[config.mk]
export PLATFORM = sky130hd
export DESIGN_NAME = bus_controller
export DESIGN_NICKNAME = d
export VERILOG_FILES = /design/src/rtl/bus_controller.sv
export SDC_FILE = /design/constraint.sdc
export NUM_CORES = 1
export LEC_CHECK = 0
export ABC_AREA = 1
export ABC_CLOCK_PERIOD_IN_PS = 1500
export CORE_MARGIN = 4
export CORE_UTILIZATION = 35
export DETAILED_ROUTE_END_ITERATION = 7
export PLACE_DENSITY = 0.66
export SYNTH_ARGS = -nofsm -noshare
export SYNTH_HDL_FRONTEND = slang
export SYNTH_SLANG_ARGS = --single-unit
[constraint.sdc]
create_clock -name i_CLK -period 1.5 [get_ports i_CLK]
set_clock_uncertainty 0.15 [all_clocks]
set_input_delay 0.3 -clock i_CLK [delete_from_list [all_inputs] [get_ports i_CLK]]
set_output_delay 0.3 -clock i_CLK [all_outputs]
set_load 0.05 [all_outputs]
[src/rtl/bus_controller.sv]
// Single-master data-bus controller: decodes core load/store requests onto four slaves,
// waits for ready with a bounded timeout and completes with a one-cycle grant or error.
module bus_controller #(
  parameter int unsigned TIMEOUT   = 255,
  parameter logic [31:0] ERR_RDATA = 32'hDEADBEEF
) (
  input  logic         i_CLK,
  input  logic         i_RST,
  input  logic         i_BUS_REQ,
  input  logic         i_BUS_WE,
  input  logic         i_BUS_RE,
  input  logic [31:0]  i_BUS_ADDR,
  input  logic [31:0]  i_BUS_WDATA,
  input  logic [1:0]   i_BUS_HB,
  output logic         o_BUS_GNT,
  output logic [31:0]  o_BUS_RDATA,
  output logic         o_BUS_ERR,
  output logic [3:0]   o_SEL,
  output logic [27:0]  o_ADDR,
  output logic [31:0]  o_WDATA,
  output logic [3:0]   o_BE,
  output logic         o_WE,
  output logic         o_RE,
  input  logic [127:0] i_RDATA,
  input  logic [3:0]   i_READY,
  input  logic         i_ERR_CLR,
  output logic         o_ERR_STICKY,
  output logic [31:0]  o_ERR_ADDR
);

  localparam logic [1:0] ST_IDLE   = 2'd0;
  localparam logic [1:0] ST_ACCESS = 2'd1;
  localparam logic [1:0] ST_RESP   = 2'd2;
  localparam logic [1:0] ST_ERR    = 2'd3;

  localparam logic [15:0] TMO_LAST = 16'(TIMEOUT - 1);

  logic [1:0]  r_state;
  logic [31:0] r_addr;
  logic [31:0] r_wdata;
  logic        r_we;
  logic        r_re;
  logic [1:0]  r_hb;
  logic [15:0] r_cnt;
  logic [31:0] r_rdata;
  logic        r_sticky;
  logic [31:0] r_err_addr;

  logic        w_bad;
  logic [1:0]  w_slot;
  logic        w_ready;
  logic [31:0] w_slave_word;
  logic [31:0] w_shifted;
  logic [31:0] w_aligned;
  logic        w_access;

  // Mapped slaves are 0..3 in ADDR[31:28], so ADDR[31:30] must be zero.
  assign w_bad = (i_BUS_WE == i_BUS_RE) || (i_BUS_HB == 2'b11) || (i_BUS_ADDR[31:30] != 2'b00)
              || ((i_BUS_HB == 2'b01) && i_BUS_ADDR[0])
              || ((i_BUS_HB == 2'b10) && (i_BUS_ADDR[1:0] != 2'b00));

  assign w_slot       = r_addr[29:28];
  assign w_ready      = i_READY[w_slot];
  assign w_slave_word = i_RDATA[{w_slot, 5'b00000} +: 32];
  assign w_shifted    = w_slave_word >> {r_addr[1:0], 3'b000};

  always_comb begin
    w_aligned = w_shifted;
    case (r_hb)
      2'b00:   w_aligned = {24'h000000, w_shifted[7:0]};
      2'b01:   w_aligned = {16'h0000, w_shifted[15:0]};
      default: w_aligned = w_shifted;
    endcase
  end

  always_ff @(posedge i_CLK) begin
    if (i_RST) begin
      r_state    <= ST_IDLE;
      r_addr     <= 32'h0;
      r_wdata    <= 32'h0;
      r_we       <= 1'b0;
      r_re       <= 1'b0;
      r_hb       <= 2'b00;
      r_cnt      <= 16'h0;
      r_rdata    <= 32'h0;
      r_sticky   <= 1'b0;
      r_err_addr <= 32'h0;
    end else begin
      case (r_state)
        ST_IDLE: begin
          if (i_BUS_REQ) begin
            r_addr  <= i_BUS_ADDR;
            r_wdata <= i_BUS_WDATA;
            r_we    <= i_BUS_WE;
            r_re    <= i_BUS_RE;
            r_hb    <= i_BUS_HB;
            r_cnt   <= 16'h0;
            r_state <= w_bad ? ST_ERR : ST_ACCESS;
          end
        end
        ST_ACCESS: begin
          // Ready takes priority over a timeout expiring in the same cycle.
          if (w_ready) begin
            r_rdata <= r_re ? w_aligned : 32'h0;
            r_state <= ST_RESP;
          end else if (r_cnt == TMO_LAST) begin
            r_state <= ST_ERR;
          end else begin
            r_cnt <= r_cnt + 16'd1;
          end
        end
        default: r_state <= ST_IDLE;
      endcase

      if (r_state == ST_ERR) begin
        r_sticky   <= 1'b1;
        r_err_addr <= r_addr;
      end else if (i_ERR_CLR) begin
        r_sticky <= 1'b0;
      end
    end
  end

  assign w_access = (r_state == ST_ACCESS);

  always_comb begin
    o_SEL   = 4'b0000;
    o_ADDR  = 28'h0;
    o_WDATA = 32'h0;
    o_BE    = 4'b0000;
    if (w_access) begin
      o_SEL  = 4'b0001 << w_slot;
      o_ADDR = r_addr[27:0];
      case (r_hb)
        2'b00: begin
          o_BE    = 4'b0001 << r_addr[1:0];
          o_WDATA = {4{r_wdata[7:0]}};
        end
        2'b01: begin
          o_BE    = r_addr[1] ? 4'b1100 : 4'b0011;
          o_WDATA = {2{r_wdata[15:0]}};
        end
        default: begin
          o_BE    = 4'b1111;
          o_WDATA = r_wdata;
        end
      endcase
    end
  end

  assign o_WE         = w_access & r_we;
  assign o_RE         = w_access & r_re;
  assign o_BUS_GNT    = (r_state == ST_RESP) || (r_state == ST_ERR);
  assign o_BUS_ERR    = (r_state == ST_ERR);
  assign o_BUS_RDATA  = (r_state == ST_RESP) ? r_rdata :
                        (r_state == ST_ERR)  ? ERR_RDATA : 32'h0;
  assign o_ERR_STICKY = r_sticky;
  assign o_ERR_ADDR   = r_err_addr;

endmodule

==> summary.log <==
[global_route] wire length of the first global-routing pass 54500 µm
[pwr] power density over the cells 853 nW/µm²
[synthesis] gate count after technology mapping 1359
[critical_path] launching element of the worst setup path r_hb[1]
[clock_tree] clock tree from TritonCTS done
[timing] worst hold margin 0.0898 ns
[floorplan] total die area 26200 µm²
[synthesis] Synth Flop Type sky130_fd_sc_hd__dfxtp_1
[synthesis] post-synthesis sequential area ratio 0.365
[placed_design] global placer's final weighted congestion 0.910
[synthesis] number of warnings printed during yosys synthesis 0
[floorplan] starting density of the core 0.354
[route] count of antenna-violating nets left after detailed routing 0
[cells_and_area] synthesis-to-layout area growth 125%
[route] routed wirelength normalized by instance count 20.8 µm
[cells_and_area] share of layout cells above drive strength 1 0.450
[cells_and_area] sequential cell area 3040 µm²
[route] vias post-DR 11400
[synthesis] area leader, netlist sky130_fd_sc_hd__dfxtp_1
[synthesis] Synthesized Nets 1565
[pwr] cell leakage power 7.43 nW
[clock_tree] hold-fix buffers at CTS 0
[floorplan] IO Count 341
[critical_path] destination of the critical timing path o_WDATA[12]
[global_route] largest net degree at the start of global routing 45
[clock_tree] Worst-Skew Late Latency 0.43 ns
[timing] unrepaired setup endpoints after global routing true
[placed_design] worst setup slack after placement -0.514 ns
[clock_tree] number of clock buffers inserted by TritonCTS 17
[critical_path] worst setup slack for register-to-register paths -0.45 ns
[cells_and_area] fill cell instance count of the final layout 1435
[synthesis] fraction of registers with async set or reset after synthesis 0
[critical_path] CP Data Required Time 1.05 ns
[placed_design] HPWL reported at the end of detailed placement 26600 µm
[floorplan] core box area 23400 µm²
[pwr] Flop pwr share 0.284
[pwr] part of the total power dissipated in combinational logic 0.430
[synthesis] most repeated cell in the gate-level netlist after synthesis sky130_fd_sc_hd__nand2_1
[route] via count normalized by instance count 5.29
[critical_path] highest net fanout along the worst path 8
[timing] final setup slack of the worst path -0.707 ns
[critical_path] type of origin of the critical path flip-flop
[timing] worst slew margin relative to its limit 0.687
[critical_path] critical path class flip-flop to primary output
[synthesis] most area-consuming cells after synthesis sky130_fd_sc_hd__dfxtp_1 36%, sky130_fd_sc_hd__nand2_1 21%, sky130_fd_sc_hd__nor2_1 10%
[global_route] global routing usage summed across all routing layers 0.262
[cells_and_area] fin nets 2023
[timing] ratio of final minimum period to clock period 1.47
[synthesis] number of flops mapped to enable cells by yosys 0
[pwr] net switching power 6.15 mW
[cells_and_area] multi-input gate area in the final layout 6920 µm²
[synthesis] number of distinct library cells after synthesis 33
[timing] post-layout min period 2.21 ns
[timing] worst-margin pin slew 0.466 ns
[timing] Max Transition Viols Final 0
[status] status finished with violations
[cells_and_area] share of the core filled with cells 0.795
[clock_tree] sink count of the clock tree 151
[clock_tree] clock buffer depth 2
[critical_path] startpoint of the lowest-slack register-to-register path r_state[0]
[pwr] portion of total power attributed to the clock network 0.287
[pwr] switching power share of the total 0.387
[timing] final hold violation count 0
[synthesis] synthesized flop and latch total 151
[status] failing checks setup timing
[global_route] GR Overflow Total 0
[clock_tree] Clock transition at path regs 0.07 ns
[critical_path] Worst EP arrival 1.76 ns
[critical_path] critical path endpoint category primary output
[synthesis] list of most frequent post-synthesis cells 453 x sky130_fd_sc_hd__nand2_1, 231 x sky130_fd_sc_hd__nor2_1, 151 x sky130_fd_sc_hd__dfxtp_1
[critical_path] depth of the worst register-to-register path 13
[placed_design] buffers added on ports 340
[floorplan] chip width 162 µm
[pwr] Internal Pwr Total 9.73 mW
[synthesis] share of the synthesized area in the top cell type 0.365
[synthesis] Synth Area per Inst 6.10 µm²
[floorplan] Die Height 162 µm
[route] routed wire length 44700 µm
[timing] maximum achievable frequency 453 MHz
[critical_path] r2r endpoint r_cnt[3]
[route] count of routing violations after the opening detailed-route iteration 1032
[timing] setup TNS -93.36 ns
[route] Pre-antenna DRT Iters 5
[job] max cap viols 0
[synthesis] Syn Std Cell Area 8290 µm²
[timing] Finish-stage setup viols 258
[route] DRC viols 0
[global_route] number of global-route vias before repair 10200
[clock_tree] number of H-tree levels 4
[global_route] antenna violations before repair 4
[clock_tree] root buf cell sky130_fd_sc_hd__clkbuf_16
[worst_hold_path] Hold/Removal Path Class input pin to flip-flop
[floorplan] count of standard-cell rows 56
[pwr] worst ir drop on vdd 0.825 mV
what timing repair did:
item | 4_1_cts | 5_1_grt
resized for setup | 197 | 467
pin swaps | 23 | 101
hold endpoints to repair | 0 | 0
cloned | 5 | 33
endpoints found under the setup margin | 253 | 256
setup buffers | 15 | 29
sequential cells by signal (all words and copies together) (netlist names):
name          cells
r_wdata          32
o_ERR_ADDR       32
r_re              1
r_hb              2
r_we              1
r_rdata          32
r_addr           32
r_cnt            16
o_ERR_STICKY      1
r_state           2
kinds of logic (layout without fill, tap and decap cells):
family,count (synthesis),in the layout,synth area share
flops,151,151,0.365
simple gates,769,769,0.373
buf+inv,168,639,0.0865
other cells,0,3,0
fa+ha+maj,2,2,0.00302
xor+xnor,7,7,0.00740
compound gates,262,262,0.165
metal layers:
| layer | track usage | wire (µm) |
|---|---|---|
| met1 | 0.306 | 16500 |
| met2 | 0.434 | 22100 |
| met3 | 0.105 | 4210 |
| met4 | 0.0957 | 1900 |
| met5 | 0 | 13 |
cells in the final DEF, fill, tap and decap left out, types with 21 or more instances in the layout:
master / count
sky130_fd_sc_hd__o21ai_2: 86
sky130_fd_sc_hd__dfxtp_1: 144
sky130_fd_sc_hd__nor2_1: 103
sky130_fd_sc_hd__a21oi_2: 40
sky130_fd_sc_hd__inv_1: 67
sky130_fd_sc_hd__buf_8: 25
sky130_fd_sc_hd__buf_4: 73
sky130_fd_sc_hd__nand3_1: 21
sky130_fd_sc_hd__nand2_2: 77
sky130_fd_sc_hd__a21oi_1: 77
sky130_fd_sc_hd__nor2_4: 105
sky130_fd_sc_hd__clkdlybuf4s50_1: 202
sky130_fd_sc_hd__o21ai_4: 24
sky130_fd_sc_hd__buf_6: 43
sky130_fd_sc_hd__clkbuf_16: 40
sky130_fd_sc_hd__buf_12: 146
sky130_fd_sc_hd__nor2_2: 29
sky130_fd_sc_hd__nand2_4: 29
sky130_fd_sc_hd__nand2_1: 354
metrics by stage:
| stage | power, mW | std cells | cell area, µm² |
|---|---|---|---|
| after CTS | 14.3 | 2096 | 16200 |
| after global routing | 16.4 | 2152 | 18600 |
| after global placement | 9.35 | 2051 | 14800 |
| final | 15.9 | 2152 | 18600 |
| after floorplan | 7.15 | 1359 | 9230 |
| after detailed placement | 9.39 | 2051 | 14800 |
worst max-delay path, cell delays in order (launching register included):
cell	delay, ns
sky130_fd_sc_hd__dfxtp_2	0.35
sky130_fd_sc_hd__nor2_4	0.19
sky130_fd_sc_hd__inv_6	0.10
sky130_fd_sc_hd__o21ai_1	0.40
sky130_fd_sc_hd__nor2_4	0.06
sky130_fd_sc_hd__buf_4	0.21
worst min path at each step:
stage          slack (ns)   startpoint     endpoint  cells past startpoint
2_1_floorplan        0.28  i_BUS_HB[0]      r_hb[0]                      2
3_3_place_gp         0.30  r_rdata[10]  r_rdata[10]                      2
3_5_place_dp         0.31   r_rdata[9]   r_rdata[9]                      2
4_1_cts               0.1        i_RST   r_state[1]                      3
5_1_grt              0.09        i_RST   r_state[0]                      3
6_report             0.09        i_RST   r_state[0]                      3
final cells by class:
| class | instances | area share |
|---|---|---|
| Antenna cell | 3 | 0.000403 |
| Inverter | 83 | 0.0210 |
| Sequential cell | 151 | 0.163 |
| Timing Repair Buffer | 523 | 0.387 |
| Timing Repair inverter | 1 | 0.000874 |
| Clock buffer | 17 | 0.0229 |
| Clock inverter | 15 | 0.0112 |
| Multi-Input combinational cell | 1040 | 0.372 |
| Tap cell | 319 | 0.0214 |
power by group through the flow:
stage | logic, mW | clock network (mW) | registers [mW]
6_report | 6.82 | 4.55 | 4.51
5_1_grt | 7.13 | 4.75 | 4.53
4_1_cts | 5.34 | 4.55 | 4.42
3_5_place_dp | 4.89 | 0 | 4.50
3_3_place_gp | 4.86 | 0 | 4.49
2_1_floorplan | 2.56 | 0 | 4.59
Note: power is estimated with default switching activity, not from simulation.
